**src/rtl/sram_req_ctrl_if.sv**
```systemverilog
// sram_req_ctrl_if: bundles the core-side request/response handshakes and the
// SRAM macro bus for sram_req_ctrl. The controller uses the slave view; the
// environment (core stages plus macro) uses the master view.
interface sram_req_ctrl_if #(
   parameter int ADDR_W = 12,
   parameter int DATA_W = 16
);
   logic              i_req_valid;
   logic              i_req_ready;
   logic [ADDR_W-1:0] i_addr;
   logic              i_rsp_valid;
   logic [DATA_W-1:0] i_rsp_data;
   logic              d_req_valid;
   logic              d_req_ready;
   logic              d_we;
   logic [ADDR_W-1:0] d_addr;
   logic [DATA_W-1:0] d_wdata;
   logic              d_rsp_valid;
   logic [DATA_W-1:0] d_rsp_data;
   logic              mem_cs;
   logic              mem_we;
   logic [ADDR_W-1:0] mem_wr_addr;
   logic [ADDR_W-1:0] mem_rd_addr;
   logic [DATA_W-1:0] mem_wdata;
   logic [DATA_W-1:0] mem_rdata;
   logic              init_done;

   modport slave (
      input  i_req_valid, i_addr, d_req_valid, d_we, d_addr, d_wdata, mem_rdata,
      output i_req_ready, i_rsp_valid, i_rsp_data,
             d_req_ready, d_rsp_valid, d_rsp_data,
             mem_cs, mem_we, mem_wr_addr, mem_rd_addr, mem_wdata, init_done
   );

   modport master (
      output i_req_valid, i_addr, d_req_valid, d_we, d_addr, d_wdata, mem_rdata,
      input  i_req_ready, i_rsp_valid, i_rsp_data,
             d_req_ready, d_rsp_valid, d_rsp_data,
             mem_cs, mem_we, mem_wr_addr, mem_rd_addr, mem_wdata, init_done
   );
endinterface

```
**src/rtl/sram_req_ctrl.sv**
```systemverilog
// sram_req_ctrl: upstream request controller for the swt16 16-bit 1R1W SRAM.
// Fetch (i) and data (d) requests share the macro's single read port with
// round-robin arbitration; the write port belongs to the data side alone.
// Read data returns exactly one cycle after acceptance. After reset the
// controller can zero-fill DEPTH words before opening the ports.
// Build option SRAM_FWD_EN: a fetch read that hits the address being written
// in the same cycle is accepted and answered with the new write data; without
// it that fetch read is stalled for one cycle.
module sram_req_ctrl #(
   parameter int ADDR_W         = 12,
   parameter int DATA_W         = 16,
   parameter int DEPTH          = 1024,
   parameter bit CLEAR_ON_RESET = 1'b1
) (
   input  logic           clk,
   input  logic           rst,
   sram_req_ctrl_if.slave bus
);

   typedef enum logic {ST_CLEAR, ST_RUN} state_t;

   localparam state_t            RST_STATE = CLEAR_ON_RESET ? ST_CLEAR : ST_RUN;
   localparam logic [ADDR_W-1:0] CLR_LAST  = ADDR_W'(DEPTH - 1);

   state_t            state_q, state_d;
   logic [ADDR_W-1:0] clr_cnt_q;
   logic [ADDR_W-1:0] rd_addr_q;
   logic              prefer_d_q;
   logic              i_pend_q, d_pend_q;
   logic [DATA_W-1:0] i_data_q, d_data_q;
   logic [DATA_W-1:0] i_new;
   logic              i_go, d_go_rd, d_go_wr;
   logic              i_want, d_want_rd, hazard, flip;

`ifdef SRAM_FWD_EN
   logic              fwd_q;
   logic [DATA_W-1:0] fwd_data_q;

   // Capture write data for a same-address fetch read; the macro result is undefined then.
   always_ff @(posedge clk or posedge rst) begin
      if (rst) begin
         fwd_q      <= 1'b0;
         fwd_data_q <= '0;
      end else begin
         fwd_q <= i_go & hazard;
         if (i_go & hazard) fwd_data_q <= bus.d_wdata;
      end
   end

   assign i_new = fwd_q ? fwd_data_q : bus.mem_rdata;
`else
   assign i_new = bus.mem_rdata;
`endif

   // State register; reset restarts the clear sequence from address 0.
   always_ff @(posedge clk or posedge rst) begin
      if (rst) state_q <= RST_STATE;
      else     state_q <= state_d;
   end

   // Next state, grants and macro controls; everything is forced low while reset is held.
   always_comb begin
      state_d          = state_q;
      i_go             = 1'b0;
      d_go_rd          = 1'b0;
      d_go_wr          = 1'b0;
      i_want           = 1'b0;
      d_want_rd        = 1'b0;
      hazard           = 1'b0;
      flip             = 1'b0;
      bus.i_req_ready  = 1'b0;
      bus.d_req_ready  = 1'b0;
      bus.mem_cs       = 1'b0;
      bus.mem_we       = 1'b0;
      bus.mem_wr_addr  = '0;
      bus.mem_wdata    = '0;
      bus.mem_rd_addr  = rd_addr_q;
      if (!rst) begin
         case (state_q)
            ST_CLEAR: begin
               bus.mem_cs      = 1'b1;
               bus.mem_we      = 1'b1;
               bus.mem_wr_addr = clr_cnt_q;
               if (clr_cnt_q == CLR_LAST) state_d = ST_RUN;
            end
            ST_RUN: begin
               d_go_wr   = bus.d_req_valid & bus.d_we;
               d_want_rd = bus.d_req_valid & ~bus.d_we;
               hazard    = bus.i_req_valid & d_go_wr & (bus.i_addr == bus.d_addr);
               i_want    = bus.i_req_valid;
`ifndef SRAM_FWD_EN
               if (hazard) i_want = 1'b0;
`endif
               // Both reads want the single read port: alternate, data side first.
               if (i_want && d_want_rd) begin
                  flip    = 1'b1;
                  d_go_rd = prefer_d_q;
                  i_go    = ~prefer_d_q;
               end else begin
                  d_go_rd = d_want_rd;
                  i_go    = i_want;
               end
               bus.i_req_ready = i_go;
               bus.d_req_ready = d_go_rd | d_go_wr;
               bus.mem_cs      = i_go | d_go_rd | d_go_wr;
               bus.mem_we      = d_go_wr;
               if (d_go_wr) begin
                  bus.mem_wr_addr = bus.d_addr;
                  bus.mem_wdata   = bus.d_wdata;
               end
               if (i_go)         bus.mem_rd_addr = bus.i_addr;
               else if (d_go_rd) bus.mem_rd_addr = bus.d_addr;
            end
            default: state_d = RST_STATE;
         endcase
      end
   end

   // Clear address counter; only advances while clearing.
   always_ff @(posedge clk or posedge rst) begin
      if (rst)                      clr_cnt_q <= '0;
      else if (state_q == ST_CLEAR) clr_cnt_q <= clr_cnt_q + 1'b1;
   end

   // Round-robin pointer and held read address.
   always_ff @(posedge clk or posedge rst) begin
      if (rst) begin
         prefer_d_q <= 1'b1;
         rd_addr_q  <= '0;
      end else begin
         if (flip) prefer_d_q <= ~prefer_d_q;
         rd_addr_q <= bus.mem_rd_addr;
      end
   end

   // Response pulses one cycle after acceptance; data registers keep the last answer.
   always_ff @(posedge clk or posedge rst) begin
      if (rst) begin
         i_pend_q <= 1'b0;
         d_pend_q <= 1'b0;
         i_data_q <= '0;
         d_data_q <= '0;
      end else begin
         i_pend_q <= i_go;
         d_pend_q <= d_go_rd;
         if (i_pend_q) i_data_q <= i_new;
         if (d_pend_q) d_data_q <= bus.mem_rdata;
      end
   end

   assign bus.i_rsp_valid = i_pend_q;
   assign bus.d_rsp_valid = d_pend_q;
   assign bus.i_rsp_data  = i_pend_q ? i_new : i_data_q;
   assign bus.d_rsp_data  = d_pend_q ? bus.mem_rdata : d_data_q;
   assign bus.init_done   = (state_q == ST_RUN) & ~rst;

endmodule

```
**src/flat_wrapper.sv**
```systemverilog
// flat-port wrapper written by rule: the top's interface ports become plain ports
module sram_req_ctrl_flat 
#(
   parameter int ADDR_W         = 12,
   parameter int DATA_W         = 16,
   parameter int DEPTH          = 1024,
   parameter bit CLEAR_ON_RESET = 1'b1
)
  (clk, rst, bus_i_req_valid, bus_i_addr, bus_d_req_valid, bus_d_we, bus_d_addr, bus_d_wdata, bus_mem_rdata, bus_i_req_ready, bus_i_rsp_valid, bus_i_rsp_data, bus_d_req_ready, bus_d_rsp_valid, bus_d_rsp_data, bus_mem_cs, bus_mem_we, bus_mem_wr_addr, bus_mem_rd_addr, bus_mem_wdata, bus_init_done);
  sram_req_ctrl_if #(.ADDR_W(ADDR_W), .DATA_W(DATA_W)) bus_i ();
  input  logic clk;
  input  logic rst;
  input wire logic [$bits(bus_i.i_req_valid)-1:0] bus_i_req_valid;
  input wire logic [$bits(bus_i.i_addr)-1:0] bus_i_addr;
  input wire logic [$bits(bus_i.d_req_valid)-1:0] bus_d_req_valid;
  input wire logic [$bits(bus_i.d_we)-1:0] bus_d_we;
  input wire logic [$bits(bus_i.d_addr)-1:0] bus_d_addr;
  input wire logic [$bits(bus_i.d_wdata)-1:0] bus_d_wdata;
  input wire logic [$bits(bus_i.mem_rdata)-1:0] bus_mem_rdata;
  output wire logic [$bits(bus_i.i_req_ready)-1:0] bus_i_req_ready;
  output wire logic [$bits(bus_i.i_rsp_valid)-1:0] bus_i_rsp_valid;
  output wire logic [$bits(bus_i.i_rsp_data)-1:0] bus_i_rsp_data;
  output wire logic [$bits(bus_i.d_req_ready)-1:0] bus_d_req_ready;
  output wire logic [$bits(bus_i.d_rsp_valid)-1:0] bus_d_rsp_valid;
  output wire logic [$bits(bus_i.d_rsp_data)-1:0] bus_d_rsp_data;
  output wire logic [$bits(bus_i.mem_cs)-1:0] bus_mem_cs;
  output wire logic [$bits(bus_i.mem_we)-1:0] bus_mem_we;
  output wire logic [$bits(bus_i.mem_wr_addr)-1:0] bus_mem_wr_addr;
  output wire logic [$bits(bus_i.mem_rd_addr)-1:0] bus_mem_rd_addr;
  output wire logic [$bits(bus_i.mem_wdata)-1:0] bus_mem_wdata;
  output wire logic [$bits(bus_i.init_done)-1:0] bus_init_done;
  assign bus_i.i_req_valid = bus_i_req_valid;
  assign bus_i.i_addr = bus_i_addr;
  assign bus_i.d_req_valid = bus_d_req_valid;
  assign bus_i.d_we = bus_d_we;
  assign bus_i.d_addr = bus_d_addr;
  assign bus_i.d_wdata = bus_d_wdata;
  assign bus_i.mem_rdata = bus_mem_rdata;
  assign bus_i_req_ready = bus_i.i_req_ready;
  assign bus_i_rsp_valid = bus_i.i_rsp_valid;
  assign bus_i_rsp_data = bus_i.i_rsp_data;
  assign bus_d_req_ready = bus_i.d_req_ready;
  assign bus_d_rsp_valid = bus_i.d_rsp_valid;
  assign bus_d_rsp_data = bus_i.d_rsp_data;
  assign bus_mem_cs = bus_i.mem_cs;
  assign bus_mem_we = bus_i.mem_we;
  assign bus_mem_wr_addr = bus_i.mem_wr_addr;
  assign bus_mem_rd_addr = bus_i.mem_rd_addr;
  assign bus_mem_wdata = bus_i.mem_wdata;
  assign bus_init_done = bus_i.init_done;
  sram_req_ctrl #(.ADDR_W(ADDR_W), .DATA_W(DATA_W), .DEPTH(DEPTH), .CLEAR_ON_RESET(CLEAR_ON_RESET)) u_core (.clk(clk), .rst(rst), .bus(bus_i));
endmodule
```
**config.mk**
```make
export PLATFORM = sky130hd
export DESIGN_NAME = sram_req_ctrl_flat
export DESIGN_NICKNAME = d
export VERILOG_FILES = /design/src/rtl/sram_req_ctrl_if.sv /design/src/rtl/sram_req_ctrl.sv /design/src/flat_wrapper.sv
export SDC_FILE = /design/constraint.sdc
export NUM_CORES = 1
export LEC_CHECK = 0
export ABC_CLOCK_PERIOD_IN_PS = 9350
export CAP_MARGIN = 5
export CORE_MARGIN = 1
export CORE_UTILIZATION = 25
export DETAILED_ROUTE_END_ITERATION = 10
export PLACE_DENSITY_LB_ADDON = 0.25
export SLEW_MARGIN = 20
export SYNTH_ARGS = -nofsm -noshare
export SYNTH_HDL_FRONTEND = slang
export SYNTH_SLANG_ARGS = --single-unit
```
**constraint.sdc**
```tcl
create_clock -name clk -period 9.35 [get_ports clk]
set_clock_uncertainty 0.2 [all_clocks]
set_input_delay 0.935 -clock clk [delete_from_list [all_inputs] [get_ports clk]]
set_output_delay 0.935 -clock clk [all_outputs]
set_load 0.005 [all_outputs]
```
==> impl_metrics.csv <==
group,metric,value,unit
sta,finalSetupViolCount,0,
clock_tree,root_buffer,"clkbuf_16",
routing,antenna_left,0,
pwr,p_per_area,141,mW/mm^2
worst_hold_path,min-delay-path-class,"register to register",
synthesis,synth_warnings,0,
clock_tree,cts_tree,"built",
die,initial_core_util,0.261,
synthesis,avgSynthCellArea,11.6,um^2
sta,maxSlewHeadroom,0.402,
finish,fillers,1082,
finish,regArea,0.00150,mm^2
clock_tree,cts_resized,0,
clock_tree,hold_buffers,0,
run_status,status,"finished clean",
clock_tree,cts_buffer_depth,2,
sta,period_share,0.489,
placement,routabilityCongestion,0.747,
sta,tns,0,ps
sta,finalCriticalPeriod,4570,ps
synthesis,synth.top_cell.area_share,0.510,
synthesis,ys_types,33,
critical_path,crit_type,"input pin to output pin",
critical_path,crit_path_start_kind,"input pin",
critical_path,critPathCaptureType,"output pin",
placement,port_buffers,139,
placement,hpwl,6.40,mm
routing,first_iter_violations,63,
job,maxCapViolations,0,
synthesis,netlist_top_cells_area,"dfrtp_1 51%, mux2_2 13%, xor2_1 3.9%",
sta,slew_violations,0,
die,die_h,110,um
die,die-area,0.0120,mm^2
routing,drt_wl_total,8.52,mm
finish,syn_to_final_growth,63.7,%
die,row_count,38,
pwr,cellLeakagePower,2.06,nW
routing,wl_per_cell,16.0,um
global_route,grt_remaining_overflow,0,
clock_tree,numCtsBuffers,9,
global_route,grt_max_degree,62,
finish,multi_input_area,0.00129,mm^2
synthesis,synth_top_cell_by_area,"dfrtp_1",
sta,tightest_slew,897,ps
pwr,irDropWorstVdd,99.3,uV
die,ioPinCount,140,
finish,layout-drive-gt1-share,0.158,
routing,vias,2385,
die,core,0.0111,mm^2
routing,via_per_inst,4.48,
synthesis,synth_nets,312,
clock_tree,cts_max_level,3,
sta,hold_viol_final,0,
global_route,grt_usage,0.148,
synthesis,netlist_area,0.00289,mm^2
critical_path,worstPathArrival,3440,ps
critical_path,cp.required,8220,ps
finish,nets,449,
clock_tree,clock_sinks,60,
routing,dr.pass1.iters,5,
die,die_w,110,um
sta,fmax,219,MHz
sta,rsz0062_at_grt,"false",
pwr,power,0.000667,W
synthesis,synth_seq_cells,60,
clock_tree,cts.reportedPaths.clkPinSlew,50,ps
critical_path,cp_max_fo,20,
finish,diodes,0,
synthesis,postSynthCellCount,250,
global_route,grt_pass1_vias,2515,
clock_tree,clk_latency,320,ps
synthesis,yosysSeqAreaShare,0.519,
global_route,grt_pass1_wl,13.2,mm
clock_tree,post_cts_buffers,0,
routing,drc,0,
global_route,antenna_found_initial,0,
metrics by stage:
step | setup WS, ps | util | cells | hold WS (ps) | cell area, um^2
floorplan | 4880 | - | 250 | 259 | 2890
global placement | 4820 | 0.398 | 516 | 280 | 4410
detailed placement | 4780 | 0.398 | 516 | 286 | 4410
CTS | 4790 | 0.427 | 532 | 296 | 4730
global route | 4570 | 0.427 | 532 | 307 | 4730
finish | 4780 | 0.427 | 532 | 294 | 4730
kinds of logic (layout without fill, tap and decap cells):
family / count (synthesis) / after routing / synth area share
buf+inv: 23 / 165 / 0.0337
mux: 36 / 36 / 0.139
simple gates: 79 / 79 / 0.155
xor+xnor: 24 / 24 / 0.0727
compound gates: 27 / 27 / 0.0757
flops: 60 / 60 / 0.519
fa+ha+maj: 1 / 1 / 0.00432
worst max-delay path, stage by stage:
cell	delay (ps)
clkdlybuf4s50_1	610
inv_2	130
nand2_1	90
inv_1	410
o2111a_2	490
a221o_1	220
clkdlybuf4s50_1	550
final timing paths:
kind,from,endpoint,slack [ps],cells past startpoint
hold / removal,u_core.clr_cnt_q[9],u_core.clr_cnt_q[9],290,1
setup / recovery,rst,bus_mem_rd_addr[3],4780,7
min in group asynchronous,rst,u_core.rd_addr_q[3],1240,3
setup reg to reg,u_core.state_q,u_core.rd_addr_q[0],6730,5
max in group asynchronous,rst,u_core.rd_addr_q[1],7190,3
hold reg to reg,u_core.clr_cnt_q[9],u_core.clr_cnt_q[9],290,1
placed cells by master, fill, tap and decap left out, types with 3 or more instances in the layout:
cell             Yosys  final
clkdlybuf4s50_1      0    139
dfrtp_1             59     59
mux2_2              33     33
and3_1              16     16
and2_1              13     13
nand3_1             13     13
xor2_1              13     13
xnor2_1             11     11
nand2b_1             9      9
a21oi_1              9      9
nor2_1               9      9
a221o_1              9      9
clkbuf_16            0      9
nand2_1              8      8
inv_1                7      6
mux2i_1              3      3
nand4_1              3      3
a221o_2              3      3
buf_4                1      3
flip-flops by register name, indices dropped and copies added (netlist names):
signal / flops
u_core.bus.d_rsp_valid: 1
u_core.state_q: 1
u_core.d_data_q: 16
u_core.i_data_q: 16
u_core.bus.i_rsp_valid: 1
u_core.rd_addr_q: 12
u_core.prefer_d_q: 1
u_core.clr_cnt_q: 12
per-layer routing:
layer  up-vias  GRT usage  wire, um
met5         -          0         0
met4         0     0.0419        91
met3         8     0.0397       546
met2        83      0.246      3980
met1      1141      0.188      3900
li1       1153          -         -
synth_stat cells:
master / n
nor4_1: 1
xnor2_1: 11
dfstp_2: 1
a211oi_1: 1
nand2b_1: 9
o311a_1: 1
and3_1: 16
inv_1: 7
nor2_1: 9
mux2_2: 33
or2b_2: 1
nor2b_1: 1
and2_2: 1
buf_1: 1
dfrtp_1: 59
a221o_2: 3
and2_1: 13
nor3_1: 2
nor4_2: 2
a21oi_1: 9
ha_1: 1
a31oi_1: 2
mux2i_1: 3
a21o_1: 1
o2111a_2: 1
nand2_1: 8
clkbuf_1: 13
a221o_1: 9
nand4_1: 3
nand3_1: 13
buf_4: 1
xor2_1: 13
buf_6: 1
power breakdown:
group,switching (W),leakage [nW],internal (W)
sequential,0,0.821,0.000260
clock,0.000125,0.156,0.000235
combinational,0.0000199,1.08,0.0000276
total,0.000144,2.06,0.000522
layout make-up:
type	instances	area share
Clock buffer	9	0.0476
Clock inverter	7	0.0209
Timing Repair Buffer	142	0.299
Tap cell	140	0.0370
Multi-Input combinational cell	167	0.273
Inverter	7	0.00555
Sequential cell	60	0.317
Note: power is estimated with default switching activity, not from simulation.
